--- config.mk ---
export PLATFORM = sky130hd
export DESIGN_NAME = truth_table_sweeper
export DESIGN_NICKNAME = d
export VERILOG_FILES = /design/src/rtl/truth_table_sweeper.sv
export SDC_FILE = /design/constraint.sdc
export NUM_CORES = 1
export LEC_CHECK = 0
export BUFFER_PORTS_ARGS = -buffer_cell sky130_fd_sc_hd__buf_2
export CAP_MARGIN = 40
export CORE_MARGIN = 5
export CORE_UTILIZATION = 49
export DETAILED_ROUTE_END_ITERATION = 10
export GPL_ROUTABILITY_DRIVEN = 0
export PLACE_DENSITY_LB_ADDON = 0.1
export REMOVE_ABC_BUFFERS = 1
export SLEW_MARGIN = 0
export SYNTH_ARGS = -nofsm -noshare
export SYNTH_HDL_FRONTEND = slang
export SYNTH_SLANG_ARGS = --single-unit
--- constraint.sdc ---
create_clock -name clk -period 1.5 [get_ports clk]
set_input_delay 0.15 -clock clk [delete_from_list [all_inputs] [get_ports clk]]
set_output_delay 0.15 -clock clk [all_outputs]
set_load 0.05 [all_outputs]
--- src/rtl/truth_table_sweeper.sv ---
// Truth-table sweeper: drives every input vector to a lab logic function, samples its output
// after a settle interval and builds the table. Optional compare logic under `SWEEP_COMPARE_EN`.
module truth_table_sweeper #(
  parameter int N_IN          = 3,
  parameter int SETTLE_CYCLES = 4
) (
  input  logic                 clk,
  input  logic                 reset,
  input  logic                 start,
  output logic [N_IN-1:0]      vec,
  input  logic                 f_in,
  output logic [2**N_IN-1:0]   table_out,
  output logic                 busy,
  output logic                 done
`ifdef SWEEP_COMPARE_EN
  ,
  input  logic [2**N_IN-1:0]   exp_table,
  output logic                 match
`endif
);

  localparam int TW = 2**N_IN;
  localparam logic [7:0]      CNT_LAST = 8'(SETTLE_CYCLES - 1);
  localparam logic [N_IN-1:0] VEC_LAST = '1;

  typedef enum logic [1:0] {
    IDLE,
    SETTLE,
    SAMPLE,
    DONE
  } state_t;

  state_t          state, state_d;
  logic [N_IN-1:0] vec_d;
  logic [7:0]      cnt, cnt_d;
  logic [TW-1:0]   table_d;

`ifdef SWEEP_COMPARE_EN
  logic            match_d;
`endif

  // Next-state and datapath updates; the captured bit is folded into table_d so the
  // final comparison sees the complete table.
  always_comb begin
    state_d = state;
    vec_d   = vec;
    cnt_d   = cnt;
    table_d = table_out;
`ifdef SWEEP_COMPARE_EN
    match_d = match;
`endif
    case (state)
      IDLE: begin
        if (start) begin
          vec_d   = '0;
          cnt_d   = '0;
          table_d = '0;
`ifdef SWEEP_COMPARE_EN
          match_d = 1'b0;
`endif
          state_d = SETTLE;
        end
      end
      SETTLE: begin
        cnt_d = cnt + 8'd1;
        if (cnt == CNT_LAST) begin
          state_d = SAMPLE;
        end
      end
      SAMPLE: begin
        table_d[vec] = f_in;
        if (vec == VEC_LAST) begin
`ifdef SWEEP_COMPARE_EN
          match_d = (table_d == exp_table);
`endif
          state_d = DONE;
        end else begin
          vec_d   = vec + N_IN'(1);
          cnt_d   = '0;
          state_d = SETTLE;
        end
      end
      DONE: begin
        state_d = IDLE;
      end
      default: begin
        state_d = IDLE;
      end
    endcase
  end

  // busy and done are decoded from the next state so they line up with the state they describe.
  always_ff @(posedge clk or posedge reset) begin
    if (reset) begin
      state     <= IDLE;
      vec       <= '0;
      cnt       <= '0;
      table_out <= '0;
      busy      <= 1'b0;
      done      <= 1'b0;
    end else begin
      state     <= state_d;
      vec       <= vec_d;
      cnt       <= cnt_d;
      table_out <= table_d;
      busy      <= (state_d == SETTLE) || (state_d == SAMPLE);
      done      <= (state_d == DONE);
    end
  end

`ifdef SWEEP_COMPARE_EN
  always_ff @(posedge clk or posedge reset) begin
    if (reset) begin
      match <= 1'b0;
    end else begin
      match <= match_d;
    end
  end
`endif

endmodule

==> reports/metrics.cfg, run 1 <==
[outcome]
status=finished, violations left
violations=setup timing

[routing]
wl_met1_um=1122
ant_nets=0
dr_wl_met3_um=92
wl_met2_um=1257
routed_wl_um=2514
top_layer_used=met4
drc_errors=0
via_count=1022
first_pass_iters=4
wl_per_cell_um=14.04
vias_per_cell=5.709
first_iter_violations=28

[cts]
numCtsBuffers=3
cts_htree_levels=1
cts_tree=yes
cts_buffer_depth=2
cts_root_buf=clkbuf_4
clk_latency_ps=300
clkTransAtPathRegs_ps=120
clock_sinks=23

[synth]
synth_area_um2=1226
synth.largest_area_cell=dfrtp_1
seq_area_frac_synth_pct=46.94
synth_warnings=0
synth_area_per_cell_um2=10.13
syn_inst=121
synth_seq_cells=23
ys_types=35
netlist_top_cells_area=dfrtp_1, ha_1, a22o_1
synth.top_cell.area_share_pct=46.94

[placement]
hpwl_um=1755
io_buffer_count=16
placed_cell_area_um2=1396

[pwr]
cellPowerDensity_nw_per_um2=645.8
internal_power_mw=0.7535
switching_share_pct=24.06
p_sw_mw=0.2388
clkPwrFrac_pct=28.1
leakage_nw=0.6615
ir_drop_uv=629.4
combPwrFrac_pct=7.8
pwr-share-seq_pct=64.1

[timing]
rsz0062_at_grt=true
slew_viol_final=0
slew_headroom_pct=80.55
fin_crit_ps=1578
tightestPinTransition_ps=291.7
finalHoldViolations=0
setup_viol=9
fin_crit_sh_pct=105.2
fmax_ghz=0.6335
fin_skew_ps=5.354
fin_ws_ps=-78.46

[critical_path]
worstPathArrival_ps=1810
worst-r2r-cell-count=5
end_kind=flop
crit_type=flop to flop
path_max_fanout=2
crit_required_ps=1730
cp-start-kind=flop
r2r_slack_ps=-80
reg2reg_to=cnt[7]
startpoint=vec[1]
reg2reg_from=vec[1]

[layout]
drive_gt1_share_pct=34.23
fin_area_um2=1536
final_core_util_pct=63.17
nets=158
diodes=0
syn2layout_area_growth_pct=25.31
fill_cells=206

[worst_hold_path]
whs_path_depth=3
min_from=start
holdPathEnd=state[0]
hold_path.class=input port to flop

[flow_run]
max_cap_viol_count=0

[die]
die_y_um=60.03
row_count=18
dieArea_um2=3603
core_area_um2=2432
ios=17
start_util_pct=50.41
die_x_um=60.03

[global_route]
grt_pass1_wl_um=4112
grt_max_degree=24
antenna_found_initial=0
grt_pass1_vias=976
track_usage_pct=15.18
grt_overflow=0

-- kinds of logic (layout without fill, tap and decap cells) --
group,count (synthesis),in the layout,synth area share [%]
simple gates,30,30,15.72
flops,23,23,46.94
mux,3,3,2.449
buf+inv,20,48,7.040
fa+ha+maj,4,4,4.082
compound gates,41,41,23.78
-- worst max-delay path, cell delays in order, from the launching register on --
cell and delay, ps:
dfrtp_1 410, ha_2 200, ha_4 160, or2_4 240, a2111oi_4 300, mux2i_1 220
-- layout by cell type, fill, tap and decap left out, drive strengths merged --
cell / instances
nand3: 4
o31ai: 4
a22o: 5
o22ai: 7
nand4: 1
mux2i: 3
o211ai: 1
clkbuf: 4
a2111oi: 1
inv: 11
nor4: 1
dfrtp: 23
nor3: 1
o21bai: 2
a21oi: 8
ha: 4
dlygate4sd3: 1
o21ai: 8
o32ai: 1
and3: 1
or2: 1
nand4b: 2
buf: 32
nand2b: 3
nand3b: 5
o221ai: 3
nor2: 3
o31a: 1
or3b: 3
nand4bb: 1
and2: 1
nand2: 3
-- timing repair --
item	CTS	global route
endpoints found under the setup margin	10	10
pin swaps	2	8
endpoints found under the hold margin	23	0
setup buffers	0	3
gates resized for setup	8	13
hold buffers	1	0
-- through the flow --
stage | worst slack [ps] | total power, mW | std cells | hold WS (ps) | TNS (ps)
floorplan | -581.7 | 0.7023 | 112 | 151.9 | -6298
global placement | -117.6 | 0.7239 | 171 | 198.7 | -413.8
detailed placement | -178.6 | 0.7247 | 171 | 205.4 | -690.1
CTS | -82.16 | 1.011 | 176 | 111.2 | -82.16
global route | -188.2 | 1.047 | 179 | 152.1 | -1235
finish | -78.46 | 0.9922 | 179 | 128.7 | -501.8
-- state kept, by name, indices dropped and copies added, names as in the netlist --
signal	count
busy	1
table_out	8
state	2
cnt	8
vec	3
done	1
-- power by group through the flow --
stage | clock, mW | combinational (mW) | sequential, mW
floorplan | 0 | 0.0196 | 0.683
global placement | 0 | 0.0763 | 0.648
detailed placement | 0 | 0.0768 | 0.648
CTS | 0.296 | 0.0788 | 0.636
global route | 0.325 | 0.0840 | 0.638
finish | 0.279 | 0.0772 | 0.636
-- synthesized netlist by cell type (all sizes together) --
cell and instances:
nor4 1, nand3 4, nand4bb 1, o221ai 3, buf 5, ha 4
o31ai 4, nand4 1, nor2 3, or3b 3, nand2b 3, or2 1
o32ai 1, a2111oi 1, o31a 1, clkbuf 4, inv 11, a22o 5
dfrtp 23, and3 1, nand2 3, o21ai 8, o21bai 2, and2 1
nand4b 2, o211ai 1, a21oi 8, mux2i 3, nand3b 5, nor3 1
o22ai 7
-- routing by layer --
layer | track usage (%) | vias to the layer above
met4 | 7.911 | 0
met2 | 26.39 | 14
met5 | 0 | -
met1 | 17.93 | 500
met3 | 2.160 | 4
li1 | - | 504
-- final cells by class --
| type | count | area, um^2 | area share [%] |
|---|---|---|---|
| repair buffers | 33 | 221.5 | 14.41 |
| flip-flops and latches | 23 | 575.6 | 37.46 |
| well taps | 30 | 37.54 | 2.443 |
| clock buffers | 4 | 26.28 | 1.710 |
| multi-input cells | 78 | 634.4 | 41.29 |
| inverters | 11 | 41.29 | 2.687 |
-- worst max path at each step --
stage / endpoint / slack, ps / cells after the start
3_3_place_gp: cnt[7] / -120 / 5
3_5_place_dp: cnt[7] / -180 / 5
5_1_grt: cnt[7] / -190 / 5
2_1_floorplan: cnt[7] / -580 / 5
4_1_cts: cnt[7] / -80 / 5
6_report: cnt[7] / -80 / 5
Power figures use the tool's default switching activity.
==> run 2: changes to the inputs <==
--- a/config.mk
+++ b/config.mk
@@ -7,8 +7,10 @@
 export LEC_CHECK = 0
 export BUFFER_PORTS_ARGS = -buffer_cell sky130_fd_sc_hd__buf_2
 export CAP_MARGIN = 40
+export CELL_PAD_IN_SITES_DETAIL_PLACEMENT = 0
+export CELL_PAD_IN_SITES_GLOBAL_PLACEMENT = 1
 export CORE_MARGIN = 5
-export CORE_UTILIZATION = 49
+export CORE_UTILIZATION = 39
 export DETAILED_ROUTE_END_ITERATION = 10
 export GPL_ROUTABILITY_DRIVEN = 0
 export PLACE_DENSITY_LB_ADDON = 0.1
==> run 2 against run 1 <==
Net effect:
- the run still ends with setup timing left
- non-clock buffer count fell by 2
- sequential power barely moved
- global-route usage fell by 0.47 points
- final area rose by 0.81%
- hold slack improved by 27 ps
- final cell count rose by 6.7%
- sequential share of layout area fell by 0.30 points
- clock skew rose by 0.70 ps
- fmax fell by 0.96%
- via count fell by 0.20%
- critical path depth rose by 2
- critical endpoint is now cnt[0]
- largest cell class unchanged
==> reports/metrics.cfg, run 2 (synthesis gave the netlist of run 1 again) <==
[die]
row_count=20  ; +2
ios=17  ; unchanged
dieArea_um2=4365  ; +21%
start_util_pct=40.50  ; -9.9 points
die_x_um=66.07  ; +10%
die_y_um=66.07  ; +10%
core_area_um2=3028  ; +24%

[routing]
routed_wl_um=2864  ; +14%
drc_errors=0  ; unchanged
via_count=1020  ; -0.20%
wl_per_cell_um=14.99  ; +6.8%
vias_per_cell=5.340  ; -6.5%
first_iter_violations=78  ; +180%
first_pass_iters=4  ; unchanged
ant_nets=0  ; unchanged

[critical_path]
end_kind=flop
reg2reg_to=cnt[0]
cp-start-kind=flop
worst-r2r-cell-count=7  ; +2
crit_required_ps=1700  ; -30 ps
reg2reg_from=vec[1]
path_max_fanout=2  ; unchanged
crit_type=flop to flop
r2r_slack_ps=-90  ; -20 ps
worstPathArrival_ps=1790  ; -20 ps

[cts]
numCtsBuffers=3  ; unchanged
cts_tree=yes
cts_root_buf=clkbuf_4
clk_latency_ps=310  ; about the same
cts_htree_levels=1  ; unchanged
clock_sinks=23  ; unchanged
cts_buffer_depth=2  ; unchanged
clkTransAtPathRegs_ps=140  ; +20 ps

[pwr]
internal_power_mw=0.7497  ; -0.51%
pwr-share-seq_pct=63.0  ; -1.1 points
ir_drop_uv=294.8  ; -53%
combPwrFrac_pct=7.7  ; about the same
cellPowerDensity_nw_per_um2=652.8  ; +1.1%
clkPwrFrac_pct=29.3  ; +1.2 points
switching_share_pct=25.87  ; +1.8 points
p_sw_mw=0.2616  ; +9.6%
power_mw=1.011  ; +1.9%
leakage_nw=0.6520  ; -1.4%

[global_route]
grtUsageMet3_pct=2.891  ; +0.73 points
grt_util_met1_pct=18.51  ; +0.58 points
busiest_layer=met2
track_usage_pct=14.72  ; -0.47 points
grt_util_met2_pct=25.66  ; -0.73 points
grt_max_degree=19  ; -21%
grt_pass1_wl_um=4995  ; +21%
grt_pass1_vias=1057  ; +8.3%
grt_overflow=0  ; unchanged
antenna_found_initial=0  ; unchanged

[worst_hold_path]
whs_path_depth=3  ; unchanged
min_from=start
hold_path.class=input port to flop
holdPathEnd=state[0]

[timing]
fmax_ghz=0.6275  ; -0.96%
tightestPinTransition_ps=585.7  ; +293.9 ps
fin_crit_sh_pct=106.2  ; +1.0 points
fin_crit_ps=1594  ; +15.29 ps
fin_skew_ps=6.055  ; +0.7003 ps
slew_headroom_pct=60.66  ; -20 points
setup_viol=4  ; -5
rsz0062_at_grt=true
slew_viol_final=0  ; unchanged
whs_ps=156.0  ; +27.25 ps
fin_ws_ps=-93.74  ; -15.29 ps
finalHoldViolations=0  ; unchanged

[layout]
finalNonFillerCells=191  ; +6.7%
drive_gt1_share_pct=34.69  ; +0.47 points
layout_commonest_cell=dfrtp_1
syn2layout_area_growth_pct=26.33
regArea_um2=575.6  ; unchanged
diodes=0  ; unchanged
fill_cells=281  ; +36%
mostFrequentLayoutCells=dfrtp_1, buf_2, buf_4
nets=156  ; -1.3%
fin_area_um2=1549  ; +0.81%
multi_input_area_um2=646.9  ; +2.0%
reg_top3=cnt x8, table_out x8, vec x3

[placement]
dp.cells=183  ; +7.0%
placed_cell_area_um2=1399  ; +0.18%
dp_slack_ps=-162.3  ; +16.26 ps
io_buffer_count=16  ; unchanged
hpwl_um=2005  ; +14%

[outcome]
status=finished, violations left
violations=setup timing

[flow_run]
max_cap_viol_count=0  ; unchanged

[run 2: cell count changes in the layout (fill, tap and decap cells not counted), sizes merged]
cell,delta
clkbuf,-1
buf,-2
clkinv,+1
[run 2: what timing repair did]
action / 4_1_cts / 5_1_grt
setup endpoints to repair: 10 / 11
hold endpoints to repair: 8 / 0
setup buffers: 1 / 4
pin swaps: 3 / 7
hold buffers: 1 / 0
resized for setup: 11 / 14
[run 2: power by group through the flow]
stage	clock, mW	combinational (mW)	sequential (mW)
finish	0.296	0.0783	0.637
global route	0.336	0.0854	0.639
CTS	0.307	0.0801	0.637
detailed placement	0	0.0783	0.648
global placement	0	0.0773	0.648
floorplan	0	0.0196	0.683
[run 2: through the flow]
stage	utilization, %	setup TNS, ps
finish	51.16	-319.7
global route	51.16	-643.7
CTS	48.97	-70.13
detailed placement	46.20	-730.1
global placement	46.20	-456.6
floorplan	-	-6298
[run 2: cell type report]
| class | instances | share of cell area (%) |
|---|---|---|
| tap | 44 | 3.554 |
| multi-input combinational | 78 | 41.76 |
| clock inverter | 1 | 0.3231 |
| inverter | 11 | 2.666 |
| timing repair buffer | 31 | 13.09 |
| clock buffer | 3 | 1.454 |
| sequential | 23 | 37.16 |
[run 2: worst max-delay path by stage]
stage	startpoint	endpoint	slack, ps	depth (start not counted)
floorplan	vec[1]	cnt[7]	-580	5
global placement	vec[0]	cnt[7]	-120	5
detailed placement	vec[0]	cnt[7]	-160	5
CTS	vec[1]	cnt[7]	-70	5
global route	vec[1]	cnt[7]	-160	5
finish	vec[1]	cnt[0]	-90	7
[run 2: metal layers]
layer,up-vias,part of all wire [%]
met2,14,52
met3,2,3.4
li1,506,-
met4,0,0.52
met1,498,44
met5,-,0
[run 2: worst max-delay path: stages, from the launching register on]
cell	delay, ps
dfrtp_1	410
ha_2	200
ha_4	160
or2_4	240
buf_4	140
buf_6	110
a21oi_4	120
mux2i_1	90
==> run 3: changes to the inputs <==
--- a/config.mk
+++ b/config.mk
@@ -15,7 +15,9 @@
 export GPL_ROUTABILITY_DRIVEN = 0
 export PLACE_DENSITY_LB_ADDON = 0.1
 export REMOVE_ABC_BUFFERS = 1
+export SKIP_LAST_GASP = 1
 export SLEW_MARGIN = 0
 export SYNTH_ARGS = -nofsm -noshare
 export SYNTH_HDL_FRONTEND = slang
 export SYNTH_SLANG_ARGS = --single-unit
+export TNS_END_PERCENT = 1
==> constraint.sdc (replaced) <==
create_clock -name clk -period 1.5 [get_ports clk]
set_input_delay 0.075 -clock clk [delete_from_list [all_inputs] [get_ports clk]]
set_output_delay 0.075 -clock clk [all_outputs]
set_load 0.05 [all_outputs]
==> run 3 against run 2 <==
Net effect:
- the run still ends with setup timing left
- worst setup slack gained 12 ps
- clock-buffer cell count stayed put
- via count fell by 1.1%
- sequential share of layout area rose by 2.3 points
- final area fell by 5.8%
- sequential power is essentially flat
- combinational power about the same
- register-to-register slack about the same
- non-clock buffer count decreased by 2
- clock skew increased by 1.4 ps
- largest cell class unchanged
- largest power group unchanged
- highest routed layer unchanged
==> reports/metrics.cfg, run 3 (synthesis gave the netlist of run 1 again) <==
[outcome]
status=finished, violations left
violations=setup timing

[global_route]
grt_max_degree=19  ; unchanged
grt_overflow=0  ; unchanged
antenna_found_initial=0  ; unchanged
track_usage_pct=14.43  ; -0.29 points
grt_pass1_wl_um=4919  ; -1.5%
grt_pass1_vias=1055  ; -0.19%

[die]
die_y_um=66.07  ; unchanged
row_count=20  ; unchanged
core_area_um2=3028  ; unchanged
die_x_um=66.07  ; unchanged
dieArea_um2=4365  ; unchanged
start_util_pct=40.50  ; unchanged
ios=17  ; unchanged

[timing]
tightestPinTransition_ps=409.5  ; -176.1 ps
slew_viol_final=0  ; unchanged
fin_setup_tns_ps=-442.6  ; -122.9 ps
fin_crit_sh_pct=105.4  ; -0.82 points
slew_headroom_pct=72.49  ; +12 points
fin_crit_ps=1581  ; -12.26 ps
fin_ws_ps=-81.48  ; +12.26 ps
setup_viol=9  ; +5
rsz0062_at_grt=true
fmax_ghz=0.6323  ; +0.78%
finalHoldViolations=0  ; unchanged
fin_skew_ps=7.504  ; +1.449 ps

[layout]
fin_area_um2=1459  ; -5.8%
fill_cells=292  ; +3.9%
layout_commonest_cell=dfrtp_1
reg_top3=cnt x8, table_out x8, vec x3
mostFrequentLayoutCells=dfrtp_1, buf_2, buf_4
diodes=0  ; unchanged
syn2layout_area_growth_pct=18.98
drive_gt1_share_pct=27.59  ; -7.1 points
multi_input_area_um2=579.3  ; -10%
nets=154  ; -1.3%
regArea_um2=575.6  ; unchanged

[routing]
first_iter_violations=59  ; -24%
first_pass_iters=4  ; unchanged
via_count=1009  ; -1.1%
routed_wl_um=2779  ; -3.0%
vias_per_cell=5.339  ; about the same
drc_errors=0  ; unchanged
wl_per_cell_um=14.70  ; -1.9%
ant_nets=0  ; unchanged

[cts]
clock_sinks=23  ; unchanged
cts_htree_levels=1  ; unchanged
cts_root_buf=clkbuf_4
clk_latency_ps=310  ; about the same
numCtsBuffers=3  ; unchanged
cts_tree=yes
cts_buffer_depth=2  ; unchanged
clkTransAtPathRegs_ps=140  ; about the same

[pwr]
internal_power_mw=0.7496  ; about the same
ir_drop_uv=300.5  ; +1.9%
power_mw=1.007  ; -0.39%
combPwrFrac_pct=7.8  ; about the same
switching_share_pct=25.59  ; -0.28 points
pwr-share-seq_pct=63.2  ; +0.2 points
p_sw_mw=0.2578  ; -1.5%
cellPowerDensity_nw_per_um2=690.5  ; +5.8%
leakage_nw=0.6259  ; -4.0%
clkPwrFrac_pct=29.1  ; -0.2 points

[critical_path]
worst-r2r-cell-count=6  ; -1
reg2reg_to=cnt[0]
reg2reg_from=vec[1]
crit_buf_inv=1  ; -1
crit_type=flop to flop
critPathMostFrequentCell=ha_2
worstPathArrival_ps=1780  ; about the same
crit_slowest_cell=dfrtp_1
path_max_fanout=2  ; unchanged
path_cells=ha_2, ha_2, or2_4, buf_4, a21oi_1, mux2i_1
slowest_delay_ps=410  ; about the same
crit_family=flip-flops
end_kind=flop
crit_required_ps=1700  ; about the same
cp-start-kind=flop
r2r_slack_ps=-80  ; about the same

[placement]
io_buffer_count=16  ; unchanged
hpwl_um=2005  ; unchanged
placed_cell_area_um2=1399  ; unchanged

[worst_hold_path]
holdPathEnd=state[0]
hold_path.class=input port to flop
whs_path_depth=3  ; unchanged
min_from=start

[flow_run]
max_cap_viol_count=0  ; unchanged

run 3: how the worst max path moves through the flow:
| stage | startpoint | endpoint | slack [ps] | depth (start not counted) |
|---|---|---|---|---|
| floorplan | vec[1] | cnt[7] | -580 | 5 |
| global placement | vec[0] | cnt[7] | -120 | 5 |
| detailed placement | vec[0] | cnt[7] | -160 | 5 |
| CTS | vec[1] | cnt[7] | -70 | 5 |
| global route | vec[1] | cnt[3] | -160 | 6 |
| finish | vec[1] | cnt[0] | -80 | 6 |
run 3: power by group through the flow:
stage                     clock (mW)  combinational (mW)  sequential (mW)
after floorplan                    0              0.0196            0.683
final                          0.293              0.0781            0.636
after detailed placement           0              0.0783            0.648
after CTS                      0.307              0.0801            0.636
after global placement             0              0.0773            0.648
after global routing           0.336              0.0854            0.639
run 3: cell type report:
class | count | area share (%)
Timing Repair Buffer | 29 | 12.35
Tap cell | 44 | 3.774
Multi-Input combinational cell | 78 | 39.71
Inverter | 11 | 2.830
Clock inverter | 1 | 0.3431
Clock buffer | 3 | 1.544
Sequential cell | 23 | 39.45
run 3: timing repair:
action                     in CTS  in global routing
cloned                          0                  0
pin swaps                       2                  0
hold endpoints to repair        8                  0
resized for setup               2                  2
buffers inserted                1                  0
hold buffers                    1                  0
setup endpoints to repair      10                 14
run 3: worst min-delay path, stage by stage:
cell and delay [ps]:
buf_2 90, o21bai_1 80, o21ai_0 80
run 3: per-layer routing:
metal / track usage (%) / vias up / routed length (um)
met5: 0 / - / 0
met4: 3.807 / 0 / 15
met3: 2.891 / 2 / 101
met2: 24.78 / 16 / 1401
met1: 18.40 / 489 / 1260
li1: - / 502 / -
run 3: metrics by stage:
stage | hold WS (ps) | instances | util, % | setup slack [ps]
after floorplan | 76.92 | 112 | - | -581.7
after global placement | 50.64 | 183 | 46.20 | -123.3
after detailed placement | 67.32 | 183 | 46.20 | -162.3
after CTS | 44.25 | 189 | 47.85 | -73.45
after global routing | 83.33 | 189 | 48.18 | -157.0
final | 58.57 | 189 | 48.18 | -81.48
